File: config.mk
export PLATFORM = sky130hd
export DESIGN_NAME = insight_tap_arbiter
export DESIGN_NICKNAME = d
export VERILOG_FILES = /design/src/rtl/insight_tap_arbiter.sv
export SDC_FILE = /design/constraint.sdc
export NUM_CORES = 1
export LEC_CHECK = 0
export BUFFER_PORTS_ARGS = -buffer_cell sky130_fd_sc_hd__buf_2
export CORE_MARGIN = 2
export CORE_UTILIZATION = 45
export DETAILED_ROUTE_END_ITERATION = 12
export PLACE_DENSITY = 0.77
export SYNTH_ARGS = -nofsm -noshare
export SYNTH_HDL_FRONTEND = slang
export SYNTH_SLANG_ARGS = --single-unit
File: constraint.sdc
create_clock -name clock -period 2.3 [get_ports clock]
set_input_delay 0.115 -clock clock [delete_from_list [all_inputs] [get_ports clock]]
set_output_delay 0.115 -clock clock [all_outputs]
set_load 0.02 [all_outputs]
File: src/rtl/insight_tap_arbiter.sv
// Round-robin trace-tap arbiter: one holding register per source feeding a single output register.
// Optional drop counter is built only when INSIGHT_TAP_DROP_CNT_EN is defined.
module insight_tap_arbiter #(
  parameter int NUM_SRC = 4,
  parameter int DATA_W  = 8,
  localparam int SRC_W  = (NUM_SRC > 1) ? $clog2(NUM_SRC) : 1
) (
  input  logic                      clock,
  input  logic                      reset,
  input  logic                      en,
  input  logic [NUM_SRC-1:0]        src_valid,
  input  logic [NUM_SRC*DATA_W-1:0] src_data,
  output logic                      out_valid,
  input  logic                      out_ready,
  output logic [SRC_W-1:0]          out_src,
  output logic [DATA_W-1:0]         out_data,
  output logic                      out_ovf,
  output logic [15:0]               drop_cnt,
  input  logic                      drop_clr
);

  logic [NUM_SRC-1:0] hold_vld;
  logic [NUM_SRC-1:0] hold_ovf;
  logic [DATA_W-1:0]  hold_data [NUM_SRC];

  logic [SRC_W-1:0]   rr_ptr;
  logic [SRC_W-1:0]   sel_idx;
  logic               sel_found;
  logic               load;

  logic [NUM_SRC-1:0] drain;
  logic [NUM_SRC-1:0] capture;
  logic [NUM_SRC-1:0] drop;

  // Scan pending holds starting at rr_ptr, wrapping past the last source.
  always_comb begin
    int         idx;
    logic [SRC_W-1:0] idx_w;
    sel_idx   = '0;
    sel_found = 1'b0;
    idx       = 0;
    idx_w     = '0;
    for (int k = 0; k < NUM_SRC; k++) begin
      idx = int'(rr_ptr) + k;
      if (idx >= NUM_SRC) begin
        idx = idx - NUM_SRC;
      end
      idx_w = SRC_W'(idx);
      if (!sel_found && hold_vld[idx_w]) begin
        sel_found = 1'b1;
        sel_idx   = idx_w;
      end
    end
  end

  assign load = sel_found && (!out_valid || out_ready);

  // A hold drained this cycle can accept a new sample without recording a drop.
  always_comb begin
    drain   = '0;
    capture = '0;
    drop    = '0;
    for (int i = 0; i < NUM_SRC; i++) begin
      drain[i]   = load && (sel_idx == SRC_W'(i));
      capture[i] = en && src_valid[i] && (!hold_vld[i] || drain[i]);
      drop[i]    = en && src_valid[i] && hold_vld[i] && !drain[i];
    end
  end

  always_ff @(posedge clock) begin
    if (reset) begin
      hold_vld <= '0;
      hold_ovf <= '0;
    end else begin
      for (int i = 0; i < NUM_SRC; i++) begin
        if (capture[i]) begin
          hold_vld[i] <= 1'b1;
        end else if (drain[i]) begin
          hold_vld[i] <= 1'b0;
        end
        if (drop[i]) begin
          hold_ovf[i] <= 1'b1;
        end else if (drain[i]) begin
          hold_ovf[i] <= 1'b0;
        end
      end
    end
  end

  // Payload storage is qualified by hold_vld, so it needs no reset.
  always_ff @(posedge clock) begin
    for (int i = 0; i < NUM_SRC; i++) begin
      if (capture[i]) begin
        hold_data[i] <= src_data[i*DATA_W +: DATA_W];
      end
    end
  end

  always_ff @(posedge clock) begin
    if (reset) begin
      out_valid <= 1'b0;
      out_src   <= '0;
      out_data  <= '0;
      out_ovf   <= 1'b0;
      rr_ptr    <= '0;
    end else if (load) begin
      out_valid <= 1'b1;
      out_src   <= sel_idx;
      out_data  <= hold_data[sel_idx];
      out_ovf   <= hold_ovf[sel_idx];
      rr_ptr    <= (sel_idx == SRC_W'(NUM_SRC - 1)) ? '0 : sel_idx + SRC_W'(1);
    end else if (out_ready) begin
      out_valid <= 1'b0;
    end
  end

`ifdef INSIGHT_TAP_DROP_CNT_EN
  logic [3:0]  drop_pop;
  logic [16:0] drop_sum;

  // Wide sum so that overflow past 0xFFFF can be detected and clamped.
  always_comb begin
    drop_pop = '0;
    for (int i = 0; i < NUM_SRC; i++) begin
      drop_pop = drop_pop + 4'(drop[i]);
    end
    drop_sum = {1'b0, drop_cnt} + 17'(drop_pop);
  end

  always_ff @(posedge clock) begin
    if (reset) begin
      drop_cnt <= '0;
    end else if (drop_clr) begin
      drop_cnt <= '0;
    end else if (drop_sum[16]) begin
      drop_cnt <= 16'hFFFF;
    end else begin
      drop_cnt <= drop_sum[15:0];
    end
  end
`else
  logic unused_drop_clr;

  assign unused_drop_clr = drop_clr;
  assign drop_cnt        = '0;
`endif

endmodule

# --- Yosys cells after proc, flatten, opt, wreduce, memory -nomap -nowiden ---
# Memories as Yosys holds them, arrays and structs flattened. A register that Yosys moved wholly into a read port is not among the register bits.
# Cells that the tools add are included.
totals:
  regBits: 14
  ramBits: 32
  output_inout_bits: 28
  word_cells: 129
  n_memories: 1
op_classes:
  add_sub_neg: 8
  magnitude_cmp: 9
  n_eq_ne: 3
  mux: 45
  n_reduce_logical: 51
mem_list:
  columns: ["name", "depth", "word_bits", "rd", "rd_ports_with_merged_regs", "write_ports", "line_no", "rtl"]
  rows:
  - ["hold_data", 4, 8, 1, 1, 4, "24", "logic [DATA_W-1:0] hold_data [NUM_SRC];"]
op_table:
  columns: ["operator", "n"]
  rows:
  - ["two-way mux 1 bit", 31]
  - ["logical AND 1 bit", 24]
  - ["two-way mux 2 bit", 9]
  - ["nonzero test 2 bit", 9]
  - ["less-than comparator 2 x 3 -> 1 bit, second input constant", 5]
  - ["zero test 1 bit", 12]
  - ["binary-select mux 1 bit (select 2 bit)", 5]
  - ["greater-or-equal comparator 3 bit, second input constant", 3]
  - ["subtractor 2 x 1 -> 2 bit, second input constant", 4]
  - ["adder 2 x 2 -> 3 bit, second input constant", 2]
  - ["logical OR 1 bit", 5]
  - ["== test 2 bit, second input constant", 2]
  - ["adder 2 x 1 -> 3 bit, second input constant", 1]
  - ["greater-or-equal comparator 2 x 3 -> 1 bit, second input constant", 1]
  - ["adder 2 x 1 -> 2 bit, second input constant", 1]
  - ["== test 2 x 1 -> 1 bit, second input constant", 1]
  - ["zero test 2 bit", 1]

# --- Longest topological paths before layout ---
# Gate-level depths: netlist (run 1).
logic_depth:
  ltp_word: 20
  mapped_depth: 6
  depth_no_buf: 5

# --- Worst setup path before layout (run 1) ---
# No wires, ideal clock.
synth_path:
  kind: "register -> register"
  startpoint: "reg rr_ptr[1]"
  endpoint: "mem hold_data[1][0], enable pin"
  arrival_time_ns: 1.810
  required_ns: 1.927
  path_slack_ns: 0.117
  path_stages_with_launch: 6
  path_buffers: 1
  path_cell_list: "dfxtp_1 > mux2i_1 > o221ai_4 > buf_6 > o31ai_1 > nor2b_1"
synth_rtl:
  columns: ["element", "line_no", "rtl"]
  rows:
  - ["start: declaration", "26", "logic [SRC_W-1:0] rr_ptr;"]
  - ["start signal: assignment", "111", "rr_ptr <= (sel_idx == SRC_W'(NUM_SRC - 1)) ? '0 : sel_idx + SRC_W'(1);"]
  - ["end: declaration", "24", null]

==> impl_results.md, run 1 <==
* Initial antenna violation count at 0
* Synth Cell Area at 2323 sq um
* Sequential share of the synthesized area at ~60%
* Post-route minimum period at 2.113 ns
* Area growth, synth to finish at 30.37%
* Met1 Use GR at 24.10%
* Register bit total from synthesis at 54
* Gr usage total at 19.46%
* Max Freq at roughly 470 MHz
* Core Region at a little over 5000 sq um
* Number of detailed-route iterations in the first pass at 4
* Pwr dens at 716.3 nW/um^2
* Syn Inst Count at about 190
* Root Driver: clkbuf_8
* Overflow after GRT at 0
* Crit-path cells: mux2i_1 -> o221ai_4 -> o31ai_1 -> nor2b_1 -> buf_4
* Final-report setup violation count at 0
* CTS tree: yes
* Crit path capture type: flop
* Unrepaired setup endpoints after global routing: false
* Grt peak-use layer: met2
* Critical path launch point type: flop
* Leak at around 1.2 nW
* Fin nets at 316
* First-pass GRT wire length at between 8000 and 9000 microns
* Slew at the pin with the worst max-slew slack at 0.5623 ns
* CP bufs+invs at 1
* Initial Util at 46.08%
* Global-route met2 utilization at about a third
* Overall power at 2.170 mW
* Fin crit share at about nine tenths
* Largest net degree at the start of global routing at 24
* Die area at 5754 sq um
* Vias in the first global route at around 1700
* FP Rows at 26
* Final wirelength at 5129 microns
* # DRC at 0
* Mean routed wirelength per cell at between 10 and 15 microns
* Max_cap viols at 0
* Worst path required time at 2.32 ns
* Min Hold Slack at 0.08639 ns
* Clock slew at reported path FFs at 0.09 ns
* Die height at 75.86 microns
* Layout Skew at 0.005886 ns
* ANT cells at 0
* Max_slew headroom at 62.17%
* Most common cell after layout, fill and taps aside: buf_2
* Final Hold Fails at 0
* Port Buf Inserts at 51
* Mean area per synthesized cell at between 10 and 15 sq um
* Total number of vias at 1730
* Crit path max-delay family: compound AO/OA/AOI/OAI gates
* Final TNS setup at 0 ns
* Max IR drop VDD at 0.0005700 V
* Die X at between 70 and 80 microns
* Initial DRC Count at 79
* Clk_lat worst skew at 0.30 ns
* Routability cong. at 0.8798
* Critical-path maximum fanout at 11
* Worst min-delay path class: in -> reg
* Io pins at 69
* DRT antenna net count at 0
* Final Slew Violations at 0
* Number of library cell types mapped by synthesis at 32
* Num CTS Buffers at 5
* Outcome: finished clean
* Clk buf depth at 2
* H-tree Lvls at 2
* Arr. time, crit path at 2.13 ns
* CP max stage delay at roughly 0.49 ns
* Crit Path Class: reg -> reg
* Commonest non-fill, non-tap cells in the layout: buf_2 (51), dlygate4sd3_1 (32), edfxtp_1 (32)
* Vias per cell at 5.000
* YS warnings at 0
* Clock Sinks at 54
* Layout cells sized above 1 at 27.17%
* HPWL after detailed placement at 3089 microns
* GR Layer Usage met3 at 4.101%
* Crit-path slowest cell: dfxtp_1
* Setup Buffers After CTS at 0
-- per-layer routing --
metal  vias up  share of wire (%)
met5         -                  0
met4         0                1.5
met3         8                5.7
met2        72                 53
met1       809                 40
li1        841                  -
-- worst min-delay path, delay by kind of cell --
kind,cells,cell delay [ns]
buffers and inverters,2,0.12
AOI/OAI and AO/OA,1,0.05
and+or+nand+nor,1,0.06
-- registers in the layout, indices dropped and copies added (netlist names) --
signal,flops
out_data,8
hold_ovf,4
out_ovf,1
hold_data,32
rr_ptr,2
hold_vld,4
out_valid,1
out_src,2
-- what timing repair did --
action | CTS | global route
gates resized for setup | 0 | 0
endpoints found under the hold margin | 32 | 0
hold buffers | 32 | 0
-- report_power, final --
part / internal (mW) / total [mW] / switching (mW) / leakage, nW
Clock: 0.285 / 0.585 / 0.299 / 0.0526
Sequential: 1.09 / 1.14 / 0.0430 / 0.479
Combinational: 0.193 / 0.448 / 0.255 / 0.665
-- cell type report --
| cell class | instances | area, sq um |
|---|---|---|
| clock buffers | 7 | 98.84 |
| clock inverters | 1 | 7.507 |
| fillers | 388 | 2013 |
| inverters | 2 | 7.507 |
| multi-input cells | 119 | 775.7 |
| flip-flops and latches | 54 | 1401 |
| well taps | 70 | 87.58 |
| repair buffers | 93 | 650.6 |
-- kinds of logic after synthesis --
| group | count (synthesis) | synth area share [%] |
|---|---|---|
| flip-flops | 54 | 60.31 |
| AO/OA/AOI/OAI | 39 | 12.17 |
| other | 1 | 0.1614 |
| XOR/XNOR | 1 | 0.3770 |
| AND/OR/NAND/NOR | 43 | 8.670 |
| buffers and inverters | 29 | 8.724 |
| multiplexers | 20 | 9.585 |
-- synth_stat cells (all sizes together) --
master	instances	area share (%)
a31oi	13	3.5
nand3	18	3.9
o21a	1	0.32
conb	1	0.16
a21oi	9	1.9
o221ai	1	1.1
clkbuf	2	0.32
mux2	18	8.7
inv	2	0.32
xnor2	1	0.38
o31ai	4	1.3
o22ai	1	0.27
a311oi	2	0.75
o22a	1	0.38
mux2i	2	0.86
nor4	1	0.27
a21boi	1	0.48
dfxtp	22	19
a21o	1	0.32
nor2	5	0.81
o221a	1	0.48
or3b	1	0.38
nand2	14	2.3
buf	25	8.1
a211oi	4	1.3
nor2b	4	1.1
edfxtp	32	41
-- path summary, 6_finish.rpt --
kind,startpoint,endpoint,slack (ns),depth (start not counted)
max,rr_ptr[1],hold_data[3][6],0.19,5
min,out_ready,out_valid,0.09,4
max reg2reg,rr_ptr[1],hold_data[3][6],0.19,5
min reg2reg,out_data[4],out_data[4],0.48,2
-- through the flow --
| stage | setup slack, ns | std cells | util [%] | instance area [sq um] |
|---|---|---|---|---|
| 2_1_floorplan | 0.1166 | 202 | - | 2380 |
| 3_3_place_gp | 0.2779 | 306 | 51.61 | 2603 |
| 3_5_place_dp | 0.2216 | 306 | 51.61 | 2603 |
| 4_1_cts | 0.1983 | 346 | 60.07 | 3029 |
| 5_1_grt | 0.04790 | 346 | 60.07 | 3029 |
| 6_report | 0.1872 | 346 | 60.07 | 3029 |
No activity file was read; power rests on OpenSTA's default activity.
==> inputs of run 2 (changes only) <==
--- a/config.mk
+++ b/config.mk
@@ -7,9 +7,9 @@
 export LEC_CHECK = 0
 export BUFFER_PORTS_ARGS = -buffer_cell sky130_fd_sc_hd__buf_2
 export CORE_MARGIN = 2
-export CORE_UTILIZATION = 45
+export CORE_UTILIZATION = 46
 export DETAILED_ROUTE_END_ITERATION = 12
-export PLACE_DENSITY = 0.77
+export PLACE_DENSITY = 0.78
 export SYNTH_ARGS = -nofsm -noshare
 export SYNTH_HDL_FRONTEND = slang
 export SYNTH_SLANG_ARGS = --single-unit
==> run 2 against run 1 <==
  * Register-to-register slack about the same
  * Largest power group unchanged
  * Final cell count down 0.58%
  * First-iteration DRC count grew 66%
  * Clock skew grew 0.0054 ns
  * Routed wire length about the same
  * Combinational power about the same
  * Maximum frequency about the same
  * Hold slack better by 0.0067 ns
  * Largest cell class unchanged
  * Via count up 1.1%
  * Die area decreased by 2.1%
  * Flip-flop and latch count unchanged
  * Critical path type unchanged
  * Critical path depth unchanged
==> impl_results.md, run 2 (same netlist as run 1, synthesis figures left out) <==
* Initial DRC Count at 131 (was 79)
* Max reg flops at 32 (unchanged)
* Fin crit share at 91.89% (was 91.86%)
* Setup Buffers After CTS at 0 (unchanged)
* Max IR drop VDD at 0.0005878 V (was 0.0005700 V)
* Largest net degree at the start of global routing at 24 (unchanged)
* Final wirelength at 5132 microns (was 5129 microns)
* Max_cap viols at 0 (unchanged)
* Min Hold Slack at 0.09312 ns (was 0.08639 ns)
* Vias per cell at 5.084 (was 5.000)
* Reg area at 1401 sq um (unchanged)
* Critical path launch point type: flop (unchanged)
* DRT antenna net count at 0 (unchanged)
* Core Region at 4786 sq um (was 5042 sq um)
* Hold endpoint: out_valid (unchanged)
* Arr. time, crit path at 2.13 ns (about the same)
* HPWL after detailed placement at 3162 microns (was 3089 microns)
* Mean routed wirelength per cell at 14.92 microns (was 14.82 microns)
* Layout cells sized above 1 at 27.44% (was 27.17%)
* Unrepaired setup endpoints after global routing: false (unchanged)
* Reg2reg end: hold_data[1][6] (was hold_data[3][6])
* Gr usage total at 20.06% (was 19.46%)
* Clock slew at reported path FFs at 0.10 ns (was 0.09 ns)
* Clk_lat worst skew at 0.31 ns (was 0.30 ns)
* Reg2reg path depth at 5 (unchanged)
* Multi-input logic area at 775.7 sq um (unchanged)
* Post-route minimum period at 2.113 ns (about the same)
* Dpl cells at 304 (was 306)
* Fin nets at 317 (was 316)
* Crit Path Class: reg -> reg (unchanged)
* Overall power at 2.127 mW (was 2.170 mW)
* Worst r2r src: rr_ptr[1] (unchanged)
* Hold_sp: out_ready (unchanged)
* Layout Skew at 0.01130 ns (was 0.005886 ns)
* Post-route cell area at 3022 sq um (was 3029 sq um)
* ANT cells at 0 (unchanged)
* Initial antenna violation count at 0 (unchanged)
* Final Slew Violations at 0 (unchanged)
* Die X at 75.07 microns (was 75.86 microns)
* Top reg by flops: hold_data (unchanged)
* Leak at 1.196 nW (was 1.197 nW)
* Die area at 5636 sq um (was 5754 sq um)
* Overflow after GRT at 0 (unchanged)
* Post-placement cell area at 2606 sq um (was 2603 sq um)
* Io pins at 69 (unchanged)
* Number of detailed-route iterations in the first pass at 4 (unchanged)
* Setup ws final at 0.1866 ns (was 0.1872 ns)
* First-pass GRT wire length at 8176 microns (was 8142 microns)
* Max Freq at 473.2 MHz (was 473.3 MHz)
* Most common cell after layout, fill and taps aside: buf_2 (unchanged)
* Final Hold Fails at 0 (unchanged)
* Outcome: finished clean (unchanged)
* Critical-path maximum fanout at 8 (was 11)
* Worst path required time at 2.32 ns (about the same)
* Routability cong. at 0.8896 (was 0.8798)
* Crit path capture type: flop (unchanged)
* Fillers at 352 (was 388)
* H-tree Lvls at 2 (unchanged)
* Final cell count without fillers at 344 (was 346)
* Initial Util at 48.55% (was 46.08%)
* Root Driver: clkbuf_8 (unchanged)
* Num CTS Buffers at 5 (unchanged)
* Worst min-delay path class: in -> reg (unchanged)
* Hold-critical path depth at 4 (unchanged)
* DP Worst Slack at 0.2601 ns (was 0.2216 ns)
* Util after Layout at 63.14% (was 60.07%)
* Die height at 75.07 microns (was 75.86 microns)
* Slack of the worst reg-to-reg path at 0.19 ns (about the same)
* Pwr dens at 704.0 nW/um^2 (was 716.3 nW/um^2)
* Port Buf Inserts at 51 (unchanged)
* Clk buf depth at 2 (unchanged)
* CTS tree: yes (unchanged)
* Final TNS setup at 0 ns (unchanged)
* Top Registers: hold_data x32, out_data x8 (unchanged)
* FP Rows at 25 (was 26)
* Clock Sinks at 54 (unchanged)
* Vias in the first global route at 1671 (was 1716)
* Total number of vias at 1749 (was 1730)
* # DRC at 0 (unchanged)
* Area growth, synth to finish at 30.05% (was 30.37%)
* Commonest non-fill, non-tap cells in the layout: buf_2 (51), dlygate4sd3_1 (32), edfxtp_1 (32) (unchanged)
* Final-report setup violation count at 0 (unchanged)
## run 2: changes by cell type in the layout (fill, tap and decap cells not counted)
cell and delta:
buf_4 +1, clkbuf_16 -1, clkbuf_2 -1, clkbuf_8 +1, clkinv_2 +1
## run 2: layout make-up
type	count	area share [%]
Multi-Input combinational cell	119	25.67
Sequential cell	54	46.38
Tap cell	67	2.774
Inverter	2	0.2484
Timing Repair Buffer	94	21.78
Clock buffer	6	2.733
Clock inverter	2	0.4141
## run 2: power breakdown
part / internal, mW / switching, mW
registers: 1.09 / 0.0439
logic: 0.196 / 0.255
clock network: 0.242 / 0.296
total: 1.53 / 0.594
## run 2: layer usage
layer,track usage (%),routed length [microns],up-vias
li1,-,-,839
met1,24.61,2064,825
met2,33.63,2624,76
met3,6.158,355,9
met4,6.944,88,0
met5,0,0,-
## run 2: how the worst max path moves through the flow
stage	endpoint	slack, ns	cells after the start	startpoint
final	hold_data[1][6]	0.19	5	rr_ptr[1]
after global routing	hold_data[3][0]	0.07	5	rr_ptr[1]
after CTS	hold_data[3][1]	0.20	5	rr_ptr[1]
after detailed placement	hold_data[1][1]	0.26	5	rr_ptr[1]
after global placement	hold_data[0][3]	0.32	5	hold_vld[2]
after floorplan	hold_data[1][0]	0.12	5	rr_ptr[1]
## run 2: repair_timing
item	in CTS	in global routing
hold buffers	32	0
hold endpoints to repair	32	0
gates resized for setup	0	0
## run 2: worst max-delay path, cell delays in order, from the launching register on
cell and delay (ns):
dfxtp_1 0.48, mux2i_1 0.38, o221ai_4 0.21, o31ai_1 0.39, nor2b_1 0.18, buf_4 0.18
==> inputs of run 3 (changes only) <==
--- a/config.mk
+++ b/config.mk
@@ -9,7 +9,7 @@
 export CORE_MARGIN = 2
 export CORE_UTILIZATION = 46
 export DETAILED_ROUTE_END_ITERATION = 12
-export PLACE_DENSITY = 0.78
+export PLACE_DENSITY = 0.75
 export SYNTH_ARGS = -nofsm -noshare
 export SYNTH_HDL_FRONTEND = slang
 export SYNTH_SLANG_ARGS = --single-unit
==> run 3 against run 2 <==
  * Routed wire length decreased by 3.5%
  * Critical path depth unchanged
  * Count of clock-buffer cells in the layout unchanged
  * Total power is 1.3% lower
  * Maximum frequency grew 2.7%
  * Global-route usage fell by 0.84 points
  * Largest power group unchanged
  * Register-to-register slack improved by 0.06 ns
  * First-iteration DRC count decreased by 6.1%
  * Cell area shrank 0.62%
  * Combinational power fell by 2%
==> impl_results.md, run 3 (same netlist as run 1, synthesis figures left out) <==
* Top Registers: hold_data x32, out_data x8 (unchanged)
* Hold endpoint: out_valid (unchanged)
* FP Rows at 25 (unchanged)
* Initial Util at 48.55% (unchanged)
* Fin crit share at 89.48% (was 91.89%)
* Overall power at 2.100 mW (was 2.127 mW)
* Total number of vias at 1707 (was 1749)
* Clk_lat worst skew at 0.31 ns (about the same)
* Most common cell after layout, fill and taps aside: buf_2 (unchanged)
* Critical path launch point type: flop (unchanged)
* # DRC at 0 (unchanged)
* Routability cong. at 0.8668 (was 0.8896)
* Vias per cell at 4.991 (was 5.084)
* Num CTS Buffers at 5 (unchanged)
* Critical-path maximum fanout at 10 (was 8)
* HPWL after detailed placement at 3190 microns (was 3162 microns)
* Number of detailed-route iterations in the first pass at 4 (unchanged)
* H-tree Lvls at 2 (unchanged)
* Leak at 1.177 nW (was 1.196 nW)
* Final Slew Violations at 0 (unchanged)
* Max_cap viols at 0 (unchanged)
* Initial antenna violation count at 0 (unchanged)
* Fin nets at 315 (was 317)
* Max_slew headroom at approximately two thirds
* Fillers at 369 (was 352)
* DP Worst Slack at 0.2397 ns (was 0.2601 ns)
* Worst path required time at 2.32 ns (about the same)
* Die height at 75.07 microns (unchanged)
* Overflow after GRT at 0 (unchanged)
* Setup Buffers After CTS at 0 (unchanged)
* Slack of the worst reg-to-reg path at 0.24 ns (was 0.19 ns)
* Reg2reg path depth at 5 (unchanged)
* Clk buf depth at 2 (unchanged)
* Largest net degree at the start of global routing at 24 (unchanged)
* Crit path capture type: flop (unchanged)
* Unrepaired setup endpoints after global routing: false (unchanged)
* Max reg flops at 32 (unchanged)
* Area growth, synth to finish at 29.24% (was 30.05%)
* Reg2reg end: hold_data[3][6] (was hold_data[1][6])
* Worst r2r src: rr_ptr[1] (unchanged)
* Pwr dens at 699.5 nW/um^2 (was 704.0 nW/um^2)
* Root Driver: clkbuf_8 (unchanged)
* Final wirelength at 4954 microns (was 5132 microns)
* Worst min-delay path class: in -> reg (unchanged)
* Top reg by flops: hold_data (unchanged)
* Max IR drop VDD at 0.0005346 V (was 0.0005878 V)
* Clock Sinks at 54 (unchanged)
* Layout cells sized above 1 at 26.91% (was 27.44%)
* Outcome: finished clean (unchanged)
* Util after Layout at 62.75% (was 63.14%)
* Slew at the pin with the worst max-slew slack at 0.5164 ns
* DRT antenna net count at 0 (unchanged)
* Setup ws final at 0.2419 ns (was 0.1866 ns)
* Clock slew at reported path FFs at 0.09 ns (was 0.10 ns)
* Hold_sp: out_ready (unchanged)
* CTS tree: yes (unchanged)
* Crit Path Class: reg -> reg (unchanged)
* ANT cells at 0 (unchanged)
* Post-route minimum period at 2.058 ns (was 2.113 ns)
* Vias in the first global route at 1708 (was 1671)
* Initial DRC Count at 123 (was 131)
* Layout Skew at 0.01040 ns (was 0.01130 ns)
* Hold-critical path depth at 4 (unchanged)
* Final TNS setup at 0 ns (unchanged)
* First-pass GRT wire length at 7955 microns (was 8176 microns)
* Arr. time, crit path at 2.08 ns (was 2.13 ns)
* Io pins at 69 (unchanged)
* Final Hold Fails at 0 (unchanged)
* Gr usage total at 19.22% (was 20.06%)
* Commonest non-fill, non-tap cells in the layout: buf_2 (51), dlygate4sd3_1 (32), edfxtp_1 (32) (unchanged)
* Mean routed wirelength per cell at 14.49 microns (was 14.92 microns)
* Die area at 5636 sq um (unchanged)
* Port Buf Inserts at 51 (unchanged)
* Core Region at 4786 sq um (unchanged)
* Final-report setup violation count at 0 (unchanged)
* Die X at 75.07 microns (unchanged)
* Max Freq at 485.9 MHz (was 473.2 MHz)
run 3: stage by stage:
| step | cells | area [sq um] | hold slack (ns) |
|---|---|---|---|
| 2_1_floorplan | 202 | 2380 | 0.1871 |
| 3_3_place_gp | 302 | 2591 | 0.2913 |
| 3_5_place_dp | 302 | 2591 | 0.2931 |
| 4_1_cts | 342 | 2999 | 0.08287 |
| 5_1_grt | 342 | 3003 | 0.1148 |
| 6_report | 342 | 3003 | 0.08894 |
run 3: area by class of cell:
class	count	area, sq um	area share (%)
Clock inverter	2	15.01	0.5000
Multi-Input combinational cell	119	779.5	25.96
Inverter	2	7.507	0.2500
Tap cell	67	83.83	2.792
Timing Repair Buffer	92	643.1	21.42
Sequential cell	54	1401	46.67
Clock buffer	6	72.57	2.417
run 3: worst max-delay path by stage:
stage / startpoint / endpoint / cells after the start / slack (ns)
floorplan: rr_ptr[1] / hold_data[1][0] / 5 / 0.12
global placement: hold_vld[2] / hold_data[0][0] / 5 / 0.30
detailed placement: rr_ptr[1] / hold_data[3][7] / 5 / 0.24
CTS: rr_ptr[1] / hold_data[3][6] / 5 / 0.22
global route: rr_ptr[1] / hold_data[3][2] / 5 / 0.03
finish: rr_ptr[1] / hold_data[3][6] / 5 / 0.24
run 3: power breakdown:
part | internal (mW) | switching [mW] | total, mW
clock | 0.215 | 0.303 | 0.518
sequential | 1.09 | 0.0443 | 1.14
combinational | 0.191 | 0.252 | 0.444
total | 1.50 | 0.600 | 2.10
run 3: what timing repair did:
| item | 4_1_cts | 5_1_grt |
|---|---|---|
| setup endpoints to repair | 0 | 7 |
| endpoints found under the hold margin | 32 | 0 |
| resized for setup | 0 | 1 |
| hold buffers | 32 | 0 |
run 3: metal layers:
layer	up-vias	routed length [microns]	GRT usage, %
met3	5	300	4.284
met4	0	45	5.556
met5	-	0	0
met1	796	2012	23.24
met2	68	2596	34.31
li1	838	-	-
run 3: worst max-delay path, cell delays in order (launching register included):
cell and delay [ns]:
dfxtp_1 0.49, mux2i_2 0.34, o221ai_4 0.22, o31ai_1 0.34, nor2b_1 0.19, buf_4 0.19
